## config.mk

```make
export PLATFORM = sky130hd
export DESIGN_NAME = pi_controller_flat
export DESIGN_NICKNAME = d
export VERILOG_FILES = /design/src/rtl/pi_controller_if.sv /design/src/rtl/pi_controller.sv /design/src/flat_wrapper.sv
export SDC_FILE = /design/constraint.sdc
export NUM_CORES = 1
export LEC_CHECK = 0
export CAP_MARGIN = 40
export CORE_MARGIN = 2
export CORE_UTILIZATION = 44
export DETAILED_ROUTE_END_ITERATION = 16
export GPL_TIMING_DRIVEN = 0
export HOLD_SLACK_MARGIN = 0.12
export PLACE_DENSITY = 0.82
export SLEW_MARGIN = 0
export SYNTH_ARGS = -nofsm -noshare
export SYNTH_HDL_FRONTEND = slang
export SYNTH_SLANG_ARGS = --single-unit
```

## constraint.sdc

```tcl
create_clock -name clk -period 2.8 [get_ports clk]
set_input_delay 0.84 -clock clk [delete_from_list [all_inputs] [get_ports clk]]
set_output_delay 0.84 -clock clk [all_outputs]
set_load 0.05 [all_outputs]
```

## src/rtl/pi_controller_if.sv

```systemverilog
// PI bus: device requests, CONO/CONI PI access and the CPU interrupt handshake.
// The master side is the CPU and devices; the slave side is the PI controller.
interface pi_controller_if;
  logic [1:7]   io_req;
  logic         cono_pi;
  logic [18:35] cono_data;
  logic [0:35]  coni_pi;
  logic         int_req;
  logic [2:0]   int_level;
  logic         int_ack;
  logic         int_done;
  logic         int_hold;
  logic         int_dismiss;

  modport master (
    output io_req, cono_pi, cono_data, int_ack, int_done, int_hold, int_dismiss,
    input  coni_pi, int_req, int_level
  );

  modport slave (
    input  io_req, cono_pi, cono_data, int_ack, int_done, int_hold, int_dismiss,
    output coni_pi, int_req, int_level
  );
endinterface

```

## src/rtl/pi_controller.sv

```systemverilog
// Seven-level priority interrupt controller; int_req/int_level are registered one cycle after eligibility.
// Program requests (CONO 22/24, CONI 11-17) exist only when PI_PROG_REQ_EN is defined.
module pi_controller (
  input  logic           clk,
  input  logic           reset_n,
  pi_controller_if.slave pi
);
  typedef enum logic [1:0] {IDLE = 2'd0, REQ = 2'd1, EXEC = 2'd2} state_t;

  state_t      state_q, state_d;
  logic        pi_on_q, pi_on_d;
  logic [1:7]  level_on_q, level_on_d;
  logic [1:7]  in_prog_q, in_prog_d;
  logic [1:7]  prog_req_q;
  logic        int_req_q, int_req_d;
  logic [2:0]  int_level_q, int_level_d;
  logic [2:0]  lvl_latch_q, lvl_latch_d;
  logic [1:7]  sel;
  logic [2:0]  elig_lvl;
  logic        blocked;
  logic        dismissed;
  logic [0:35] coni;

  assign sel = pi.cono_data[29:35];

  // Lowest eligible level; an active level masks itself and everything below it.
  always_comb begin
    elig_lvl = 3'd0;
    blocked  = 1'b0;
    for (int n = 1; n <= 7; n++) begin
      blocked = blocked | in_prog_q[n];
      if (elig_lvl == 3'd0 && !blocked && pi_on_q &&
          ((pi.io_req[n] & level_on_q[n]) | prog_req_q[n]))
        elig_lvl = 3'(n);
    end
  end

  always_comb begin
    state_d     = state_q;
    pi_on_d     = pi_on_q;
    level_on_d  = level_on_q;
    in_prog_d   = in_prog_q;
    int_req_d   = int_req_q;
    int_level_d = int_level_q;
    lvl_latch_d = lvl_latch_q;
    dismissed   = 1'b0;

    if (pi.int_dismiss) begin
      for (int n = 1; n <= 7; n++) begin
        if (!dismissed && in_prog_q[n]) begin
          in_prog_d[n] = 1'b0;
          dismissed    = 1'b1;
        end
      end
    end

    case (state_q)
      IDLE: begin
        if (elig_lvl != 3'd0) begin
          state_d     = REQ;
          int_req_d   = 1'b1;
          int_level_d = elig_lvl;
        end
      end
      REQ: begin
        if (pi.int_ack) begin
          state_d                = EXEC;
          in_prog_d[int_level_q] = 1'b1;
          lvl_latch_d            = int_level_q;
          int_req_d              = 1'b0;
          int_level_d            = 3'd0;
        end else if (elig_lvl != 3'd0) begin
          int_level_d = elig_lvl;
        end else begin
          state_d     = IDLE;
          int_req_d   = 1'b0;
          int_level_d = 3'd0;
        end
      end
      EXEC: begin
        if (pi.int_done) begin
          if (!pi.int_hold)
            in_prog_d[lvl_latch_q] = 1'b0;
          state_d = IDLE;
        end
      end
      default: state_d = IDLE;
    endcase

    // Clear PI overrides the interrupt handshake of the same cycle.
    if (pi.cono_pi) begin
      if (pi.cono_data[23]) begin
        pi_on_d     = 1'b0;
        level_on_d  = '0;
        in_prog_d   = '0;
        state_d     = IDLE;
        int_req_d   = 1'b0;
        int_level_d = 3'd0;
      end else begin
        if (pi.cono_data[28])
          pi_on_d = 1'b1;
        else if (pi.cono_data[27])
          pi_on_d = 1'b0;
        if (pi.cono_data[25])
          level_on_d = level_on_q | sel;
        else if (pi.cono_data[26])
          level_on_d = level_on_q & ~sel;
      end
    end
  end

`ifdef PI_PROG_REQ_EN
  logic [1:7] prog_req_d;
  logic [1:7] ack_mask;
  logic       unused_cono;

  assign unused_cono = ^pi.cono_data[18:21];

  always_comb begin
    ack_mask = '0;
    if (state_q == REQ && pi.int_ack)
      ack_mask[int_level_q] = 1'b1;
    prog_req_d = prog_req_q & ~ack_mask;
    if (pi.cono_pi) begin
      if (pi.cono_data[23])
        prog_req_d = '0;
      else if (pi.cono_data[24])
        prog_req_d = prog_req_d | sel;
      else if (pi.cono_data[22])
        prog_req_d = prog_req_d & ~sel;
    end
  end

  always_ff @(posedge clk or negedge reset_n) begin
    if (!reset_n)
      prog_req_q <= '0;
    else
      prog_req_q <= prog_req_d;
  end
`else
  logic unused_cono;

  assign unused_cono = ^{pi.cono_data[18:22], pi.cono_data[24]};
  assign prog_req_q  = '0;
`endif

  always_ff @(posedge clk or negedge reset_n) begin
    if (!reset_n) begin
      state_q     <= IDLE;
      pi_on_q     <= 1'b0;
      level_on_q  <= '0;
      in_prog_q   <= '0;
      int_req_q   <= 1'b0;
      int_level_q <= 3'd0;
      lvl_latch_q <= 3'd0;
    end else begin
      state_q     <= state_d;
      pi_on_q     <= pi_on_d;
      level_on_q  <= level_on_d;
      in_prog_q   <= in_prog_d;
      int_req_q   <= int_req_d;
      int_level_q <= int_level_d;
      lvl_latch_q <= lvl_latch_d;
    end
  end

  always_comb begin
    coni        = '0;
    coni[11:17] = prog_req_q;
    coni[21:27] = in_prog_q;
    coni[28]    = pi_on_q;
    coni[29:35] = level_on_q;
  end

  assign pi.coni_pi   = coni;
  assign pi.int_req   = int_req_q;
  assign pi.int_level = int_level_q;
endmodule

```

## src/flat_wrapper.sv

```systemverilog
// flat-port wrapper written by rule: the top's interface ports become plain ports
module pi_controller_flat 
  (clk, reset_n, pi_io_req, pi_cono_pi, pi_cono_data, pi_int_ack, pi_int_done, pi_int_hold, pi_int_dismiss, pi_coni_pi, pi_int_req, pi_int_level);
  pi_controller_if pi_i ();
  input  logic clk;
  input  logic reset_n;
  input wire logic [$bits(pi_i.io_req)-1:0] pi_io_req;
  input wire logic [$bits(pi_i.cono_pi)-1:0] pi_cono_pi;
  input wire logic [$bits(pi_i.cono_data)-1:0] pi_cono_data;
  input wire logic [$bits(pi_i.int_ack)-1:0] pi_int_ack;
  input wire logic [$bits(pi_i.int_done)-1:0] pi_int_done;
  input wire logic [$bits(pi_i.int_hold)-1:0] pi_int_hold;
  input wire logic [$bits(pi_i.int_dismiss)-1:0] pi_int_dismiss;
  output wire logic [$bits(pi_i.coni_pi)-1:0] pi_coni_pi;
  output wire logic [$bits(pi_i.int_req)-1:0] pi_int_req;
  output wire logic [$bits(pi_i.int_level)-1:0] pi_int_level;
  assign pi_i.io_req = pi_io_req;
  assign pi_i.cono_pi = pi_cono_pi;
  assign pi_i.cono_data = pi_cono_data;
  assign pi_i.int_ack = pi_int_ack;
  assign pi_i.int_done = pi_int_done;
  assign pi_i.int_hold = pi_int_hold;
  assign pi_i.int_dismiss = pi_int_dismiss;
  assign pi_coni_pi = pi_i.coni_pi;
  assign pi_int_req = pi_i.int_req;
  assign pi_int_level = pi_i.int_level;
  pi_controller u_core (.clk(clk), .reset_n(reset_n), .pi(pi_i));
endmodule
```

-- After elaboration in Yosys (flattened, before gate mapping)
Cells that the tools add are included.
- register bits: 24
- output and inout port bits: 40
- word-level logic and storage cells: 149
- order comparisons: 4
- eq/ne operators: 2
- muxes and demuxes: 61
- bitwise operators: 21
- reduce and logical (&&, ||, !) cells: 54
- operators by type and width (kind ; number):
    $mux W7 ; 9
    $mux W3 ; 11
    $mux W1 ; 29
    $logic_and A1 B1 Y1 ; 28
    $logic_not A3 Y1 ; 6
    $and A7 B7 Y7 ; 2
    $not A7 Y7 ; 2
    $or A7 B7 Y7 ; 2
    $pmux W7 S2 ; 1
    $logic_not A1 Y1 ; 13
    $mux W2 ; 6
    $reduce_bool A3 Y1 ; 3
    $ge A4 B4 Y1 const B ; 2
    $lt A4 B1 Y1 const B ; 2
    $not A3 Y4 ; 2
    $and A1 B1 Y1 ; 7
    $demux W1 S3 ; 2
    $or A1 B1 Y1 ; 6
    $pmux W2 S3 ; 1
    $pmux W3 S2 ; 1
    $reduce_and A2 Y1 ; 3
    $eq A2 B1 Y1 const B ; 1
    $eq A2 B2 Y1 const B ; 1
    $logic_not A2 Y1 ; 1
    $pmux W1 S2 ; 1

-- Logic depth before layout (Yosys ltp)
Gate-level depths: netlist of run 1.
- word-level depth: 40
- gate-level depth with buffers: 7
- depth with buffers taken out: 7

-- Least setup slack after synthesis of run 1
No wires, ideal clock.
- kind: flip-flop to flip-flop
- start point: register u_core.in_prog_q[1] in the netlist's numbering
- end point: register u_core.state_q[0]
- data arrival time: 2.166 ns
- required time: 2.668 ns
- path slack: 0.502 ns
- cell stages (with the launch flop): 6
- path buffers: 0
- period minus slack after synthesis: 2.298 ns
- cells stage by stage: dfrtp_1 > or3b_4 > or4_4 > a31o_1 > o32ai_1 > a211oi_1
- word-level cells in the longest chain between the ends: 40
- RTL lines (item ; line ; text):
    from (decl) ; pi_controller.sv:13 ; logic [1:7] in_prog_q, in_prog_d;
    from (signal assigned) ; pi_controller.sv:160 ; in_prog_q <= in_prog_d;
    $logic_not A1 Y1 ; pi_controller.sv:32 ; if (elig_lvl == 3'd0 && !blocked && pi_on_q &&
    $logic_and A1 B1 Y1 (2 in a row) ; pi_controller.sv:32 ;
    $mux W1 ; pi_controller.sv:32 ;
    $logic_not A3 Y1 ; pi_controller.sv:32 ;
    $logic_and A1 B1 Y1 (3 in a row) ; pi_controller.sv:32 ;
    $mux W3 ; pi_controller.sv:32 ;
    $logic_not A3 Y1 ; pi_controller.sv:32 ;
    $logic_and A1 B1 Y1 (3 in a row) ; pi_controller.sv:32 ;
    (+20 left out) ; -- ;
    $mux W3 * ; pi_controller.sv:32 ;
    $reduce_bool A3 Y1 * ; pi_controller.sv:59, pi_controller.sv:72 ;
    $mux W2 ; pi_controller.sv:72 ; end else if (elig_lvl != 3'd0) begin
    $mux W2 ; pi_controller.sv:66 ; if (pi.int_ack) begin
    $pmux W2 S3 * ; pi_controller.sv:57 ; case (state_q)
    $mux W2 ; pi_controller.sv:92 ; if (pi.cono_data[23]) begin
    $mux W2 * ; pi_controller.sv:91 ; if (pi.cono_pi) begin
    named net u_core.state_d[0] ; pi_controller.sv:10 ; state_t state_q, state_d;
    to (signal assigned) ; pi_controller.sv:157 ; state_q <= state_d;
    to (decl) ; pi_controller.sv:10 ;
The timed path passes the listed nets; every way through them passes the cells marked *.
A chain may end at the register's enable or synchronous reset.

-- Final worst setup path of run 1
- start point: input port pi_io_req[6]
- end point: register u_core.int_level_q[0] (netlist: u_core.pi.int_level[0])
- word-level cells in the longest chain between the ends: 39
- RTL lines (item ; line ; text):
    from (decl) ; flat_wrapper.sv:7 ; input wire logic [$bits(pi_i.io_req)-1:0] pi_io_req;
    $and A1 B1 Y1 * ; pi_controller.sv:33 ; ((pi.io_req[n] & level_on_q[n]) | prog_req_q[n]))
    $logic_and A1 B1 Y1 * ; pi_controller.sv:32 ;
    $mux W1 * ; pi_controller.sv:32 ;
    $logic_not A3 Y1 ; pi_controller.sv:32 ;
    $logic_and A1 B1 Y1 (3 in a row) ; pi_controller.sv:32 ;
    $mux W3 * ; pi_controller.sv:32 ;
    $logic_not A3 Y1 ; pi_controller.sv:32 ;
    $logic_and A1 B1 Y1 (3 in a row) ; pi_controller.sv:32 ;
    (+20 left out) ; -- ;
    $mux W3 * ; pi_controller.sv:32 ;
    $reduce_bool A3 Y1 ; pi_controller.sv:59, pi_controller.sv:72 ;
    $mux W3 ; pi_controller.sv:72 ;
    $mux W3 ; pi_controller.sv:66 ;
    $pmux W3 S2 * ; pi_controller.sv:57 ;
    $mux W3 ; pi_controller.sv:92 ;
    $mux W3 * ; pi_controller.sv:91 ;
    named net u_core.int_level_d[0] ; pi_controller.sv:16 ; logic [2:0] int_level_q, int_level_d;
    to (signal assigned) ; pi_controller.sv:162 ; int_level_q <= int_level_d;
    to (decl) ; pi_controller.sv:16 ;
Marked as above.

==> results.cfg, run 1 <==
[sta]
fin_crit_sh = 0.934
rsz0062_at_grt = false
whs_ps = 540
slew_viol_final = 0
setup_violations = 0
tightest_slew_ps = 722
relSlewSlack = 0.514
fmax_ghz = 0.382
period_needed_ps = 2620
skew_ps = 5.06
hold_viol = 0
setup_ws_ps = 185

[setup_path]
timing.rr.start = u_core.in_prog_q[1]$_DFF_PN0_
startpoint_type = input port
worstReg2RegEnd = u_core.pi.int_level[0]$_DFF_PN0_
r2r_cells = 5
cp.arrival_ps = 2740
worst-r2r-setup-slack_ps = 500
crit_type = input port to flop
end_kind = flop
cp.required_ps = 2930
worstPathMaxFanout = 5

[place]
place_area_um2 = 2370
dpl_worst_slack_ps = -76.5
dp_cells = 317
dp_hpwl_mm = 3.38
portBuffers = 43
gp_congestion = 0.890

[power]
cellLeakagePower_nw = 1.05
p_per_area_nw_per_um2 = 636
irDropWorstVdd_uv = 489

[synth]
ys_warn_count = 0
async_reset_ff_frac = 1.00
ys_top_cells_by_area = dfrtp_1, buf_4, nand2_1
synthFlopType = dfrtp_1
ys_seq_elements = 24
yosysTopAreaCell = dfrtp_1
syn_area_per_cell_um2 = 8.80
synth_edf_count = 0
postSynthCellCount = 203
synthDominantCellAreaShare = 0.336
synth_area_um2 = 1790
ys_types = 55
seq_area_frac_synth = 0.336

[final_layout]
diodes = 0
final_layout_size_suffix_gt1_frac = 0.173
postLayoutCoreUtil = 0.615
fin_nets = 308
area_growth_syn_to_layout_pct = 35.7
layout_commonest_cell = clkdlybuf4s50_1
n_fill_cell = 351
final_cells = 321
final_cell_mix = clkdlybuf4s50_1, dfrtp_1, buf_4
ff_latch_area_um2 = 601
multi_input_area_um2 = 1010
fin_area_um2 = 2420

[grt]
grt_pass1_wl_mm = 7.13
grt_overflow = 0
grt.met2_usage = 0.339
grt.busiest_layer = met2
grtUsageTotal = 0.206
met1_usage = 0.270
grt_max_degree = 14
antenna_found_initial = 0
grt_pass1_vias = 1510
globalRouteMet3Util = 0.0350

[cts]
hold_buffers = 0
clock_latency_ps = 270
clkTransAtPathRegs_ps = 80
numCtsBuffers = 3
ctsResizeCount = 0
cts_root_buf = clkbuf_8
cts_tree = done
clk_path_buf_depth = 2
cts.htree.levels = 1
post_cts_buffers = 0
cts_sinks = 24

[hold_path]
holdPathEnd = u_core.lvl_latch_q[0]$_DFFE_PN0P_
hold_depth = 1
min-delay-path-class = flop to flop
hp-start = u_core.lvl_latch_q[0]$_DFFE_PN0P_

[route]
drc = 0
firstDrtPassIters = 4
finalWirelength_mm = 4.35
via_count = 1699
drt-initial-drc-count = 134
routedWlPerCell_um = 13.6
vias_per_cell = 5.29
antenna_left = 0

[floorplan]
ios = 72
die_w_um = 67.7
num_rows = 23
die_area_um2 = 4590
die_h_um = 67.7
fp.coreArea_um2 = 3940
start_util = 0.453

[flow_run]
maxCapViolCount = 0

[run_status]
outcome = complete, no violations
[worst max-delay path: stages]
cell,delay (ps)
clkdlybuf4s50_1,430
and2_2,200
nor4_1,610
a21oi_1,230
a41oi_2,300
o22ai_1,130
[routing by layer]
metal / up-vias / share of wire
li1: 844 / -
met3: 8 / 0.065
met2: 68 / 0.49
met1: 779 / 0.43
met4: 0 / 0.016
met5: - / 0
[sequential cells by signal, indices dropped and copies added (netlist names)]
register	cells
u_core.level_on_q	7
u_core.in_prog_q	7
u_core.pi.int_req	1
u_core.pi_on_q	1
u_core.state_q	2
u_core.pi.int_level	3
u_core.lvl_latch_q	3
[cells by family (layout without fill, tap and decap cells)]
logic type,count (synthesis),in the layout,synth area share
other,1,21,0.00210
AOI/OAI and AO/OA,74,74,0.307
adders and majority gates,4,4,0.0280
and+or+nand+nor,56,56,0.180
DFF,24,24,0.336
muxes,1,1,0.00630
buffers and inverters,43,91,0.141
[cell usage after synthesis, types with 2 or more instances]
library cell	count
nand3b_1	2
o31ai_1	4
a21oi_1	10
o21ai_0	15
or4_4	2
o22ai_1	9
inv_1	15
o32ai_1	2
nand3_1	2
nor3_1	3
ha_1	4
or3b_2	2
a211o_1	2
nor2_1	7
and2_2	2
buf_4	22
a211oi_1	3
clkbuf_1	4
nor2b_1	3
dfrtp_1	24
nand2b_1	2
a22oi_1	7
a41oi_1	2
a32oi_1	2
a31oi_1	3
nand2_1	21
[through the flow]
stage | TNS (ps) | total power [mW]
floorplan | 0 | 1.06
global placement | -11.5 | 1.28
detailed placement | -193 | 1.29
CTS | 0 | 1.54
global route | 0 | 1.64
finish | 0 | 1.54
[where the power goes]
part	switching (mW)	internal (mW)
Sequential	0.0761	0.410
Clock	0.116	0.126
Combinational	0.510	0.304
Total	0.702	0.840
[layout make-up]
cell class,count,area share
timing repair buffer,44,0.184
sequential,24,0.248
tap,50,0.0258
inverter,15,0.0232
clock buffer,4,0.0227
multi-input combinational,156,0.416
buffer,28,0.0805
[how the worst max path moves through the flow]
stage | start | endpoint | slack, ps | depth (start not counted)
5_1_grt | pi_io_req[3] | u_core.state_q[0]$_DFF_PN0_ | 9 | 6
3_3_place_gp | pi_io_req[3] | u_core.pi.int_level[0]$_DFF_PN0_ | -10 | 6
6_report | pi_io_req[6] | u_core.pi.int_level[0]$_DFF_PN0_ | 180 | 6
3_5_place_dp | pi_io_req[6] | u_core.pi.int_level[0]$_DFF_PN0_ | -80 | 6
2_1_floorplan | u_core.in_prog_q[1]$_DFF_PN0_ | u_core.state_q[0]$_DFF_PN0_ | 500 | 5
4_1_cts | pi_io_req[6] | u_core.pi.int_level[0]$_DFF_PN0_ | 210 | 6
Power figures use the tool's default switching activity.
==> run 2: changes to the inputs <==
Settings changed: GPL_ROUTABILITY_DRIVEN from default to 0.
==> results of run 2 <==
No change in the layout: final DEF, timing and power equal those of run 1.
==> run 3: changes to the inputs <==
--- a/config.mk
+++ b/config.mk
@@ -6,12 +6,12 @@
 export NUM_CORES = 1
 export LEC_CHECK = 0
-export CAP_MARGIN = 40
 export CORE_MARGIN = 2
-export CORE_UTILIZATION = 44
+export CORE_UTILIZATION = 54
 export DETAILED_ROUTE_END_ITERATION = 16
+export DONT_BUFFER_PORTS = 1
 export GPL_ROUTABILITY_DRIVEN = 0
 export GPL_TIMING_DRIVEN = 0
 export HOLD_SLACK_MARGIN = 0.12
-export PLACE_DENSITY = 0.82
+export PLACE_DENSITY = 0.7
 export SLEW_MARGIN = 0
 export SYNTH_ARGS = -nofsm -noshare
==> constraint.sdc (replaced) <==
create_clock -name clk -period 2.8 [get_ports clk]
set_input_delay 0.84 -clock clk [delete_from_list [all_inputs] [get_ports clk]]
set_output_delay 0.84 -clock clk [all_outputs]
set_load 0.005 [all_outputs]
==> results.cfg, run 3 (same netlist as run 1, synthesis figures left out) <==
[floorplan]
die_area_um2 = 3780
ios = 72
num_rows = 20
start_util = 0.576
die_w_um = 61.5
fp.coreArea_um2 = 3100
die_h_um = 61.5

[place]
portBuffers = 0
dp_cells = 267
dp_hpwl_mm = 3.33

[grt]
grt_max_degree = 25
grt_overflow = 0
antenna_found_initial = 0
grtUsageTotal = 0.238
grt_pass1_vias = 1439
grt_pass1_wl_mm = 6.67

[power]
irDropWorstVdd_uv = 382
p_per_area_nw_per_um2 = 592
cellLeakagePower_nw = 0.872

[route]
drt-initial-drc-count = 96
vias_per_cell = 5.61
firstDrtPassIters = 5
drc = 0
via_count = 1520
antenna_left = 0
finalWirelength_mm = 4.14
routedWlPerCell_um = 15.3

[sta]
skew_ps = 8.19
hold_viol = 0
fin_setup_tns_ps = 0
rsz0062_at_grt = false
slew_viol_final = 0
setup_violations = 0
fmax_ghz = 0.435
tightest_slew_ps = 705
period_needed_ps = 2300
fin_crit_sh = 0.820
relSlewSlack = 0.526

[final_layout]
final_layout_size_suffix_gt1_frac = 0.203
area_growth_syn_to_layout_pct = 9.31
largestRegisters = u_core.in_prog_q (7), u_core.level_on_q (7)
fin_nets = 264
final_cells = 271
final_cell_mix = dfrtp_1, buf_4, nand2_1, conb_1
layout_commonest_cell = dfrtp_1
diodes = 0

[setup_path]
crit_type = flop to flop
path_buf_inv = 0
worst_path_dominant_cell_family = simple AND/OR/NAND/NOR gates
cp.arrival_ps = 2490
worstPathMaxFanout = 8
path_cells = or3b_4 > nor4_1 > a21oi_1 > a41oi_2 > o32ai_2
crit_slowest_cell = nor4_1
slowest_delay_ps = 550
worst-r2r-setup-slack_ps = 500
startpoint_type = flop
worstReg2RegEnd = u_core.pi.int_level[1]$_DFF_PN0_
cp.required_ps = 3000
end_kind = flop
timing.rr.start = u_core.in_prog_q[1]$_DFF_PN0_
r2r_cells = 5

[cts]
cts_root_buf = clkbuf_4
cts_tree = done
clk_path_buf_depth = 2
cts_sinks = 24
post_cts_buffers = 0
cts.htree.levels = 1
clock_latency_ps = 330
clkTransAtPathRegs_ps = 140
ctsResizeCount = 0
hold_buffers = 0
numCtsBuffers = 3

[flow_run]
maxCapViolCount = 0

[run_status]
outcome = complete, no violations

[hold_path]
min-delay-path-class = input port to async pin
-- run 3: worst register-to-register path: cells and delay by family (launching register included) --
family	cells	cell delay [ps]
and+or+nand+nor	2	1040
AOI/OAI and AO/OA	3	620
DFF	1	520
-- run 3: worst max-delay path by stage --
stage	startpoint	to	slack, ps	cells after the start
final	u_core.in_prog_q[1]$_DFF_PN0_	u_core.pi.int_level[1]$_DFF_PN0_	500	5
after global placement	pi_io_req[3]	u_core.pi.int_level[0]$_DFF_PN0_	450	5
after detailed placement	pi_io_req[3]	u_core.pi.int_level[0]$_DFF_PN0_	430	5
after floorplan	pi_io_req[3]	u_core.pi.int_level[1]$_DFF_PN0_	530	5
after global routing	u_core.in_prog_q[1]$_DFF_PN0_	u_core.state_q[1]$_DFF_PN0_	430	5
after CTS	u_core.in_prog_q[1]$_DFF_PN0_	u_core.state_q[1]$_DFF_PN0_	540	5
-- run 3: area by class of cell --
type / count / area, µm²
buffer: 28 / 195
clock buffer: 4 / 36.3
fill: 291 / 1150
inverter: 15 / 56.3
multi-input combinational: 156 / 1010
sequential: 24 / 601
tap: 44 / 55.1
-- run 3: power by group --
part | internal, mW | switching (mW)
clock | 0.0796 | 0.109
sequential | 0.410 | 0.0831
combinational | 0.206 | 0.269
-- run 3: routing by layer --
metal,share of wire,up-vias,track usage
met3,0.077,4,0.0525
met1,0.42,704,0.300
met4,0.0056,0,0.0547
met5,0,-,0
met2,0.50,60,0.414
li1,-,752,-
-- run 3: stage by stage --
stage	cell area [µm²]	worst slack [ps]	hold slack (ps)	power (mW)	util
finish	1950	504	183	1.16	0.629
global route	1950	428	164	1.24	0.629
CTS	1950	543	176	1.15	0.629
detailed placement	1920	431	513	0.965	0.618
global placement	1920	451	503	0.944	0.618
floorplan	1860	535	494	0.864	-
